<file path="src/rtl/g11620_emu.sv">
// g11620_emu: sensor-side responder for the G11620 InGaAs line sensor RESET/AD_SP
// handshake. Times the integration pulse, answers its falling edge with AD_SP,
// then streams one line of pixel data and an end-of-scan pulse.
// Optional feature: define G11620_EMU_ABORT_CNT_EN to build the abort counter;
// without it abort_cnt_o is tied to zero.
module g11620_emu #(
    parameter int PIX_NUM     = 512,
    parameter int NOP_DLY     = 4,
    parameter int INTEG_SHIFT = 0,
    parameter int DATA_W      = 16
) (
    input  logic              clk,
    input  logic              rst_n,
    input  logic              sens_reset_in,
    output logic              ad_sp_o,
    output logic [DATA_W-1:0] video_o,
    output logic              video_vld_o,
    output logic              eos_o,
    output logic              busy_o,
    output logic [15:0]       frame_cnt_o,
    output logic [15:0]       abort_cnt_o
);

    localparam logic [2:0] S_IDLE  = 3'd0;
    localparam logic [2:0] S_INTEG = 3'd1;
    localparam logic [2:0] S_DELAY = 3'd2;
    localparam logic [2:0] S_SP    = 3'd3;
    localparam logic [2:0] S_DATA  = 3'd4;
    localparam logic [2:0] S_EOS   = 3'd5;

    // A zero or negative delay still needs one DELAY sample before AD_SP.
    localparam int          NOP_EFF  = (NOP_DLY < 1) ? 1 : NOP_DLY;
    localparam logic [31:0] NOP_CNT  = 32'(NOP_EFF);
    localparam logic [15:0] LAST_PIX = 16'(PIX_NUM - 1);
    localparam logic [32:0] VMAX     = (33'd1 << DATA_W) - 33'd1;

    logic [2:0]        state_q, state_d;
    logic [31:0]       integ_cnt_q, integ_cnt_d;
    logic [31:0]       dly_cnt_q, dly_cnt_d;
    logic [15:0]       pix_idx_q, pix_idx_d;
    logic [15:0]       frame_cnt_q, frame_cnt_d;
    logic              ad_sp_q, ad_sp_d;
    logic              video_vld_q, video_vld_d;
    logic [DATA_W-1:0] video_q, video_d;
    logic              eos_q, eos_d;
    logic              busy_q, busy_d;
    logic              abort_hit;

    // Pixel value: shifted integration count plus index, saturating at full scale.
    function automatic logic [DATA_W-1:0] pixel(input logic [31:0] integ,
                                                input logic [15:0] idx);
        logic [32:0] v;
        v = {1'b0, (integ >> INTEG_SHIFT)} + {17'd0, idx};
        if (v > VMAX) begin
            return '1;
        end
        return v[DATA_W-1:0];
    endfunction

    // Next-state, counters and registered-output values.
    always_comb begin
        state_d     = state_q;
        integ_cnt_d = integ_cnt_q;
        dly_cnt_d   = dly_cnt_q;
        pix_idx_d   = pix_idx_q;
        frame_cnt_d = frame_cnt_q;
        abort_hit   = 1'b0;
        case (state_q)
            S_IDLE: begin
                if (sens_reset_in) begin
                    state_d     = S_INTEG;
                    integ_cnt_d = 32'd1;
                end
            end
            S_INTEG: begin
                if (sens_reset_in) begin
                    if (integ_cnt_q != 32'hFFFF_FFFF) begin
                        integ_cnt_d = integ_cnt_q + 32'd1;
                    end
                end else begin
                    state_d   = S_DELAY;
                    dly_cnt_d = 32'd1;
                end
            end
            S_DELAY: begin
                if (sens_reset_in) begin
                    abort_hit = 1'b1;
                end else if (dly_cnt_q >= NOP_CNT) begin
                    state_d = S_SP;
                end else begin
                    dly_cnt_d = dly_cnt_q + 32'd1;
                end
            end
            S_SP: begin
                if (sens_reset_in) begin
                    abort_hit = 1'b1;
                end else begin
                    state_d   = S_DATA;
                    pix_idx_d = 16'd0;
                end
            end
            S_DATA: begin
                if (sens_reset_in) begin
                    abort_hit = 1'b1;
                end else if (pix_idx_q == LAST_PIX) begin
                    state_d     = S_EOS;
                    frame_cnt_d = frame_cnt_q + 16'd1;
                end else begin
                    pix_idx_d = pix_idx_q + 16'd1;
                end
            end
            S_EOS: begin
                // A high sample here is deliberately ignored; IDLE picks it up.
                state_d = S_IDLE;
            end
            default: begin
                state_d = S_IDLE;
            end
        endcase
        // The sample that aborts a readout is the first integration sample.
        if (abort_hit) begin
            state_d     = S_INTEG;
            integ_cnt_d = 32'd1;
        end
        ad_sp_d     = (state_d == S_SP);
        video_vld_d = (state_d == S_DATA);
        video_d     = video_vld_d ? pixel(integ_cnt_q, pix_idx_d) : '0;
        eos_d       = (state_d == S_EOS);
        busy_d      = (state_d != S_IDLE);
    end

    // State, counters and output registers.
    always_ff @(posedge clk) begin
        if (!rst_n) begin
            state_q     <= S_IDLE;
            integ_cnt_q <= '0;
            dly_cnt_q   <= '0;
            pix_idx_q   <= '0;
            frame_cnt_q <= '0;
            ad_sp_q     <= 1'b0;
            video_vld_q <= 1'b0;
            video_q     <= '0;
            eos_q       <= 1'b0;
            busy_q      <= 1'b0;
        end else begin
            state_q     <= state_d;
            integ_cnt_q <= integ_cnt_d;
            dly_cnt_q   <= dly_cnt_d;
            pix_idx_q   <= pix_idx_d;
            frame_cnt_q <= frame_cnt_d;
            ad_sp_q     <= ad_sp_d;
            video_vld_q <= video_vld_d;
            video_q     <= video_d;
            eos_q       <= eos_d;
            busy_q      <= busy_d;
        end
    end

`ifdef G11620_EMU_ABORT_CNT_EN
    logic [15:0] abort_cnt_q, abort_cnt_d;

    // Count aborted readouts; wraps naturally and clears only on reset.
    always_comb begin
        abort_cnt_d = abort_cnt_q;
        if (abort_hit) begin
            abort_cnt_d = abort_cnt_q + 16'd1;
        end
    end

    // Abort counter register.
    always_ff @(posedge clk) begin
        if (!rst_n) begin
            abort_cnt_q <= '0;
        end else begin
            abort_cnt_q <= abort_cnt_d;
        end
    end

    assign abort_cnt_o = abort_cnt_q;
`else
    assign abort_cnt_o = 16'd0;
`endif

    assign ad_sp_o     = ad_sp_q;
    assign video_o     = video_q;
    assign video_vld_o = video_vld_q;
    assign eos_o       = eos_q;
    assign busy_o      = busy_q;
    assign frame_cnt_o = frame_cnt_q;

endmodule

</file>
<file path="config.mk">
export PLATFORM = sky130hd
export DESIGN_NAME = g11620_emu
export DESIGN_NICKNAME = d
export VERILOG_FILES = /design/src/rtl/g11620_emu.sv
export SDC_FILE = /design/constraint.sdc
export NUM_CORES = 1
export LEC_CHECK = 0
export CORE_MARGIN = 2
export CORE_UTILIZATION = 45
export DETAILED_ROUTE_END_ITERATION = 10
export MAX_ROUTING_LAYER = met4
export PLACE_DENSITY = 0.67
export SYNTH_ARGS = -nofsm -noshare
export SYNTH_HDL_FRONTEND = slang
export SYNTH_SLANG_ARGS = --single-unit
</file>
<file path="constraint.sdc">
create_clock -name clk -period 11.5 [get_ports clk]
set_input_delay 1.725 -clock clk [delete_from_list [all_inputs] [get_ports clk]]
set_output_delay 1.725 -clock clk [all_outputs]
set_load 0.03 [all_outputs]
</file>
---- After elaboration in Yosys (flattened, before gate mapping) ----
Index checks and enable logic that the tools add are counted.
word-level totals
  input bits .............................. 3
  register bits ........................... 119
  output and inout port bits .............. 52
  word-level logic and storage cells ...... 77
operators by class
  reduce and logical (&&, ||, !) cells .... 12
  mux-type cells .......................... 27
  bitwise gates (word level) .............. 2
  equality and inequality tests ........... 18
  $lt $le $gt $ge ......................... 2
  $add $sub $neg .......................... 5
operators with widths
  kind                                                   count
  two-way mux 32 bit                                     6
  case mux 32 bit (2 select lines)                       2
  two-way mux 16 bit                                     5
  adder 32 x 1 -> 32 bit (second input constant)         2
  adder 32 x 16 -> 33 bit                                1
  > comparator 33 x 16 -> 1 bit (second input constant)  1
  adder 16 x 1 -> 16 bit (second input constant)         2
  >= comparator 32 x 3 -> 1 bit (second input constant)  1
  inequality test 32 bit (second input constant)         1
  case mux 16 bit (2 select lines)                       1
  two-way mux 3 bit                                      8
  equality test 16 x 9 -> 1 bit (second input constant)  1
  case mux 3 bit (5 select lines)                        1
  inequality test 2 bit (second input constant)          6
  AND reduction 4 bit                                    3
  equality test 3 x 2 -> 1 bit (second input constant)   3
  equality test 3 bit (second input constant)            3
  inequality test 3 bit (second input constant)          3
  nonzero test 3 bit                                     2
  two-way mux 1 bit                                      4
  nonzero test 2 bit                                     2
  equality test 3 x 1 -> 1 bit (second input constant)   1
  zero test 3 bit                                        1
  AND reduction 3 bit                                    1
  other kinds (4)                                        5

---- Logic depth before layout (Yosys ltp) ----
Gate-level depths: netlist of run 1.
  depth after elaboration ................. 8
  gate-level depth with buffers ........... 19
  gate-level depth less buffers ........... 18

---- Least setup slack after synthesis of run 1 ----
OpenSTA, ideal clock, no wires.
  kind .................................... input-to-reg
  start point ............................. input port sens_reset_in
  end point ............................... register video_q[10] (netlist: video_o[10])
  required time ........................... 11.368 ns
  setup time .............................. 0.132 ns
  setup slack ............................. 6.689 ns
  cell stages on the path ................. 17
  arrival time ............................ 4.679 ns
  path buffers ............................ 2
  cells stage by stage .................... nor2b_1 -> o21ai_0 -> nor4_1 -> o21ai_0 -> nand2_1 -> o21ai_0 -> ha_1 -> buf_2 -> nand4_1 -> nor2_1 -> a32oi_1 -> o31a_1 -> a211oi_1 -> o211ai_2 -> buf_6 -> nor3_1 -> a21oi_1
on the way
  cells in the longest elaborated chain, start to end .. 6
ends and longest elaborated chain
  element                                line     RTL
  start, declared                        14       input logic sens_reset_in,
  two-way mux 16 bit (on tied branches)  103, 95
  case mux 16 bit (2 select lines) *     68       case (state_q)
  named net pix_idx_d[12]                40       logic [15:0] pix_idx_q, pix_idx_d;
  adder 32 x 16 -> 33 bit *              53       v = {1'b0, (integ >> INTEG_SHIFT)} + {17'd0, idx};
  > comparator 33 x 16 -> 1 bit *        54       if (v > VMAX) begin
  two-way mux 1 bit *                    54
  two-way mux 16 bit *                   57       return v[DATA_W-1:0];
  end signal, assigned                   153      video_q <= video_d;
  end, declared                          44       logic [DATA_W-1:0] video_q, video_d;
Mark *: on every way through the listed nets, which the timed path passes. The rest lies on a longest branch.
A chain may end at the register's enable or synchronous reset.

---- Worst setup path in the final report of run 1 ----
  start point ............................. input port sens_reset_in
  end point ............................... register video_q[7] (netlist: video_o[7])
on the way
  cells in the longest elaborated chain, start to end .. 6
ends and longest elaborated chain
  element                                line
  two-way mux 16 bit (on tied branches)  103, 95
  case mux 16 bit (2 select lines) *     68
  named net pix_idx_d[0]                 40
  adder 32 x 16 -> 33 bit *              53
  > comparator 33 x 16 -> 1 bit          54
  two-way mux 1 bit                      54
  two-way mux 16 bit *                   57
Marked as above.

==> results.json, run 1 <==
{
  "die_w_um": 126,
  "port_buffers": 38,
  "leakagePower_nw": 2.76,
  "viasPerCell": 5.71,
  "avgSynthCellArea_um2": 8.09,
  "period_share_pct": 52.7,
  "skew_ps": 6.33,
  "insertion_delay_ps": 420,
  "cp-end-kind": "flop",
  "fin_area_um2": 7620,
  "root_buffer": "clkbuf_16",
  "synth_top_family_by_area": "simple AND/OR/NAND/NOR gates",
  "num-nets-final": 871,
  "drt_iter0_markers": 472,
  "cts_sinks": 119,
  "slowest_delay_ps": 670,
  "clockBufferDepth": 2,
  "grt_overflow": 0,
  "max-vdd-ir-drop_mv": 0.0902,
  "ioPinCount": 55,
  "relSlewSlack_pct": 27.4,
  "path_class": "in2reg",
  "critPathLaunchType": "primary input",
  "antenna_found_initial": 0,
  "yosysWarnings": 0,
  "rsz0062_at_grt": "false",
  "fin_util_pct": 52.6,
  "synthAdderAreaFrac_pct": 4.25,
  "dieHeight_um": 126,
  "synthesis.instances": 823,
  "cp_slowest_cell": "clkdlybuf4s50_1",
  "critPathArrivalTime_ps": 6340,
  "synth_mux_area_share_pct": 0.752,
  "dr.pass1.iters": 5,
  "path_common_cell": "a21oi_1",
  "path_cells": "clkdlybuf4s50_1, nand2b_1, o21ai_1, o21ai_0, nand2_1, o21ai_0, ha_1, fa_1, a211oi_1, o211ai_1, a21oi_1, a21oi_1, mux2i_1, o211ai_2, nor4b_1, a21oi_1",
  "fin_cells": 1041,
  "core-area_um2": 14500,
  "synth_async_sr_flop_share_pct": 0,
  "post_cts_buffers": 0,
  "crit_required_ps": 11780,
  "grt_pass1_vias": 5440,
  "wirelength_um": 15400,
  "hpwl_um": 10800,
  "finalPower_mw": 0.951,
  "p_per_area_nw_per_um2": 125,
  "worst_pin_slew_ps": 1090,
  "initial_utilization_pct": 46.0,
  "syn2layout_area_growth_pct": 14.4,
  "cts_buffers": 17,
  "fillers": 1379,
  "grt_pass1_wl_um": 26400,
  "synthSimpleGateAreaFrac_pct": 29.5,
  "synth_seq_area_share_pct": 35.8,
  "layout-drive-gt1-share_pct": 5.83,
  "cts_tree": "built",
  "timing_hold_violations_final": 0,
  "synth-xor-area-share_pct": 8.03,
  "drtAntennaViolNets": 0,
  "wire_per_inst_um": 14.8,
  "synth_most_common_cell": "dfxtp_1",
  "pre_cts_ws_ps": 5110,
  "grt_max_degree": 32,
  "die_area_um2": 15800,
  "cts-htree-levels": 4,
  "synth_area_leaders": "dfxtp_1, nor2_1, a21oi_1",
  "synth_compound_area_share_pct": 16.8,
  "place_area_um2": 7060,
  "gp_congestion": 0.924,
  "fmax_mhz": 165,
  "track_usage_pct": 20.9,
  "synth_largest_area_cell": "dfxtp_1",
  "crit_fanout": 16,
  "clkSlewWorstSetupHoldPaths_ps": 50,
  "drv_cap": 0,
  "num_vias": 5949,
  "ys_ff_latch": 119,
  "synth_common_cells": "dfxtp_1, nor2_1, nand2_1, a21oi_1, o21ai_0",
  "diodes": 0,
  "status": "completed",
  "synthDistinctLibCells": 70,
  "synth_edf_count": 0,
  "setup_violations": 0,
  "finalSetupTns_ps": 0,
  "dp.cells": 1011,
  "whs_ps": 475,
  "hold_path_class": "reg2reg",
  "synth_top_area_share_pct": 35.8,
  "cts_resized": 0,
  "min_period_ps": 6060,
  "slew_violations": 0,
  "drc_errors": 0,
  "worst_slack_ps": 5440,
  "num_rows": 44,
  "cts_hold_buf": 0,
  "synth_top_flop_cell": "dfxtp_1",
  "netlist_area_um2": 6660
}
-- worst max-delay path, delay by kind of cell --
kind	cells	cell delay (ps)
buffers and inverters	1	670
AOI/OAI and AO/OA	9	2210
and+or+nand+nor	3	810
muxes	1	200
adders and majority gates	2	700
-- final timing paths --
path	start	depth (start not counted)	end	slack (ps)
min reg2reg	dly_cnt_q[29]	2	dly_cnt_q[29]	480
max reg2reg	state_q[0]	16	video_o[7]	6530
min	dly_cnt_q[29]	2	dly_cnt_q[29]	480
max	sens_reset_in	16	video_o[7]	5440
-- registers in the layout, summed over array words and instances (netlist names) --
register     flops
busy_o           1
frame_cnt_o     16
video_o         16
state_q          3
ad_sp_o          1
dly_cnt_q       32
eos_o            1
integ_cnt_q     32
pix_idx_q       16
video_vld_o      1
-- cells by family (layout without fill, tap and decap cells) --
kind of cell    count (synthesis)  count (layout)
mux                             5               5
fa+ha+maj                      22              22
simple gates                  370             370
buf+inv                        61              80
xor+xnor                       61              61
other cells                     1              16
flops                         119             119
compound gates                184             184
-- where the power goes --
part	internal, mW	total (mW)	switching [mW]
Combinational	0.00485	0.0246	0.0198
Clock	0.316	0.510	0.194
Sequential	0.414	0.416	0.00227
Total	0.735	0.951	0.216
-- layer usage --
metal,routed length [um],GRT usage [%],share of wire [%],up-vias
li1,-,-,-,2985
met1,7470,27.5,49,2776
met2,6960,31.2,45,166
met3,717,4.80,4.7,22
met4,216,8.24,1.4,0
met5,0,-,0,-
-- cell usage in the layout, fill, tap and decap left out, types with 16 or more instances in the layout --
| cell type | instances |
|---|---|
| dfxtp_1 | 119 |
| a21oi_1 | 64 |
| o21ai_0 | 58 |
| and3_1 | 25 |
| nand4_1 | 21 |
| and2_1 | 30 |
| nand3_1 | 27 |
| xor2_1 | 32 |
| nor3_1 | 29 |
| clkbuf_16 | 17 |
| ha_1 | 21 |
| xnor2_1 | 29 |
| nor2_1 | 92 |
| nand2_1 | 70 |
| conb_1 | 16 |
| clkdlybuf4s50_1 | 38 |
-- area by class of cell --
class,instances,area [um^2],area share [%]
Multi-Input combinational cell,658,4010,52.7
Sequential cell,119,2380,31.3
Clock buffer,19,433,5.68
Timing Repair Buffer,40,395,5.19
Tap cell,184,230,3.02
Clock inverter,11,128,1.68
Inverter,10,37.5,0.493
Power figures use the tool's default switching activity.
==> inputs of run 2 (changes only) <==
clock period = 5.9 ns   (was 11.5 ns; I/O delays follow)
==> run 2 against run 1 <==
Effect of this change: sequential power up 95%; routed wire length fell by 0.93%; combinational power increased by 93%; utilization is 0.40 points higher; via count fell by 0.49%; worst setup slack worse by 4500 ps; non-clock buffer count rose by 1; global-route usage fell by 0.34 points; count of clock-buffer cells in the layout did not move; largest power group unchanged; highest routed layer unchanged.
==> results.json, run 2 (synthesis gave the netlist of run 1 again) <==
{
  "worst_slack_ps": 901,
  "num_vias": 5920,
  "drt_iter0_markers": 717,
  "path_class": "in2reg",
  "slew_violations": 0,
  "gp_congestion": 0.944,
  "layout_commonest_cell": "dfxtp_1",
  "diodes": 0,
  "clkSlewWorstSetupHoldPaths_ps": 50,
  "grt_pass1_wl_um": 25900,
  "path_buf_inv": 1,
  "crit_required_ps": 6170,
  "pre_cts_ws_ps": 578,
  "clockBufferDepth": 2,
  "relSlewSlack_pct": 29.6,
  "cts_resized": 0,
  "drv_cap": 0,
  "drc_errors": 0,
  "cts_sinks": 119,
  "critPathArrivalTime_ps": 5270,
  "post_cts_buffers": 0,
  "fin_area_um2": 7670,
  "max-vdd-ir-drop_mv": 0.188,
  "grt_pass1_vias": 5437,
  "cp-end-kind": "flop",
  "root_buffer": "clkbuf_16",
  "fmax_mhz": 200,
  "place_area_um2": 7060,
  "hold_path_depth": 1,
  "syn2layout_area_growth_pct": 15.3,
  "final_cell_mix": "dfxtp_1, nor2_1, nand2_1, a21oi_1, o21ai_0",
  "insertion_delay_ps": 430,
  "r2r_start": "pix_idx_q[0]",
  "min_period_ps": 5000,
  "crit_fanout": 16,
  "critPathLaunchType": "primary input",
  "whs_ps": 482,
  "die_w_um": 126,
  "finalSetupTns_ps": 0,
  "r2r_end": "video_o[2]",
  "p_per_area_nw_per_um2": 251,
  "grt_overflow": 0,
  "hpwl_um": 10800,
  "track_usage_pct": 20.6,
  "worst_pin_slew_ps": 1050,
  "setup_violations": 0,
  "wire_per_inst_um": 14.6,
  "cts-htree-levels": 4,
  "ioPinCount": 55,
  "viasPerCell": 5.68,
  "timing_hold_violations_final": 0,
  "crit_family": "simple AND/OR/NAND/NOR gates",
  "leakagePower_nw": 2.80,
  "num-nets-final": 872,
  "status": "completed",
  "antenna_found_initial": 0,
  "grt_max_degree": 32,
  "initial_utilization_pct": 46.0,
  "path_common_cell": "o21ai_0",
  "dieHeight_um": 126,
  "die_area_um2": 15800,
  "reg2regPathDepth": 17,
  "num_rows": 44,
  "skew_ps": 8.76,
  "drtAntennaViolNets": 0,
  "dr.pass1.iters": 5,
  "cp_slowest_cell": "nor4_1",
  "period_share_pct": 84.7,
  "wirelength_um": 15200,
  "port_buffers": 38,
  "core-area_um2": 14500,
  "cts_hold_buf": 0,
  "hold_start": "dly_cnt_q[31]",
  "r2r_slack_ps": 1070,
  "dp.cells": 1012,
  "fin_cells": 1043,
  "holdPathEnd": "dly_cnt_q[31]",
  "slowest_delay_ps": 580,
  "reg_top3": "dly_cnt_q: 32 flops, integ_cnt_q: 32 flops",
  "hold_path_class": "reg2reg",
  "rsz0062_at_grt": "false",
  "cts_buffers": 17,
  "cts_tree": "built",
  "path_cells": "clkdlybuf4s50_1, nor2b_1, o21ai_0, nor4_1, a31oi_1, o21ai_0, o21ai_0, ha_1, o21ai_0, o21a_1, or2_0, and3_1, nor4_1, nand4_1, nor2_2, a21oi_1",
  "layout-drive-gt1-share_pct": 6.17
}
-- run 2: area by class of cell --
cell class / instances / area, um^2
fill: 1395 / 6800
timing repair buffer: 41 / 403
tap: 184 / 230
clock buffer: 19 / 443
clock inverter: 12 / 168
inverter: 10 / 37.5
multi-input combinational: 658 / 4010
sequential: 119 / 2380
-- run 2: metal layers --
layer / global-route usage [%] / part of all wire (%) / vias to the layer above
li1: - / - / 2984
met1: 26.8 / 48 / 2747
met2: 30.6 / 45 / 164
met3: 5.61 / 5.4 / 25
met4: 7.65 / 2.0 / 0
met5: - / 0 / -
-- run 2: worst max path at each step --
| stage | from | endpoint | slack [ps] | depth (start not counted) |
|---|---|---|---|---|
| after floorplan | sens_reset_in | video_o[10] | 1930 | 17 |
| after global placement | sens_reset_in | video_o[7] | 620 | 16 |
| after detailed placement | sens_reset_in | video_o[2] | 580 | 16 |
| after CTS | sens_reset_in | video_o[2] | 1010 | 16 |
| after global routing | sens_reset_in | video_o[3] | 490 | 16 |
| final | sens_reset_in | video_o[2] | 900 | 16 |
-- run 2: through the flow --
stage | util (%) | total power, mW
finish | 53.0 | 1.92
global route | 53.0 | 1.99
floorplan | - | 0.873
global placement | 48.8 | 0.876
CTS | 53.0 | 1.94
detailed placement | 48.8 | 0.876
-- run 2: worst reg2reg max path: stages, from the launching register on --
cell,delay [ps]
dfxtp_1,340
ha_1,270
nor4b_1,160
nand2_1,180
o21ai_0,240
nor4_1,580
a31oi_1,150
o21ai_0,160
o21ai_0,150
ha_1,450
o21ai_0,120
o21a_1,220
or2_0,240
and3_1,180
nor4_1,400
nand4_1,160
nor2_2,520
a21oi_1,150
-- run 2: power by group --
part | total [mW] | leakage [nW] | switching, mW | internal (mW)
logic | 0.0476 | 1.55 | 0.0381 | 0.00956
registers | 0.811 | 0.959 | 0.00436 | 0.807
clock network | 1.07 | 0.295 | 0.386 | 0.679
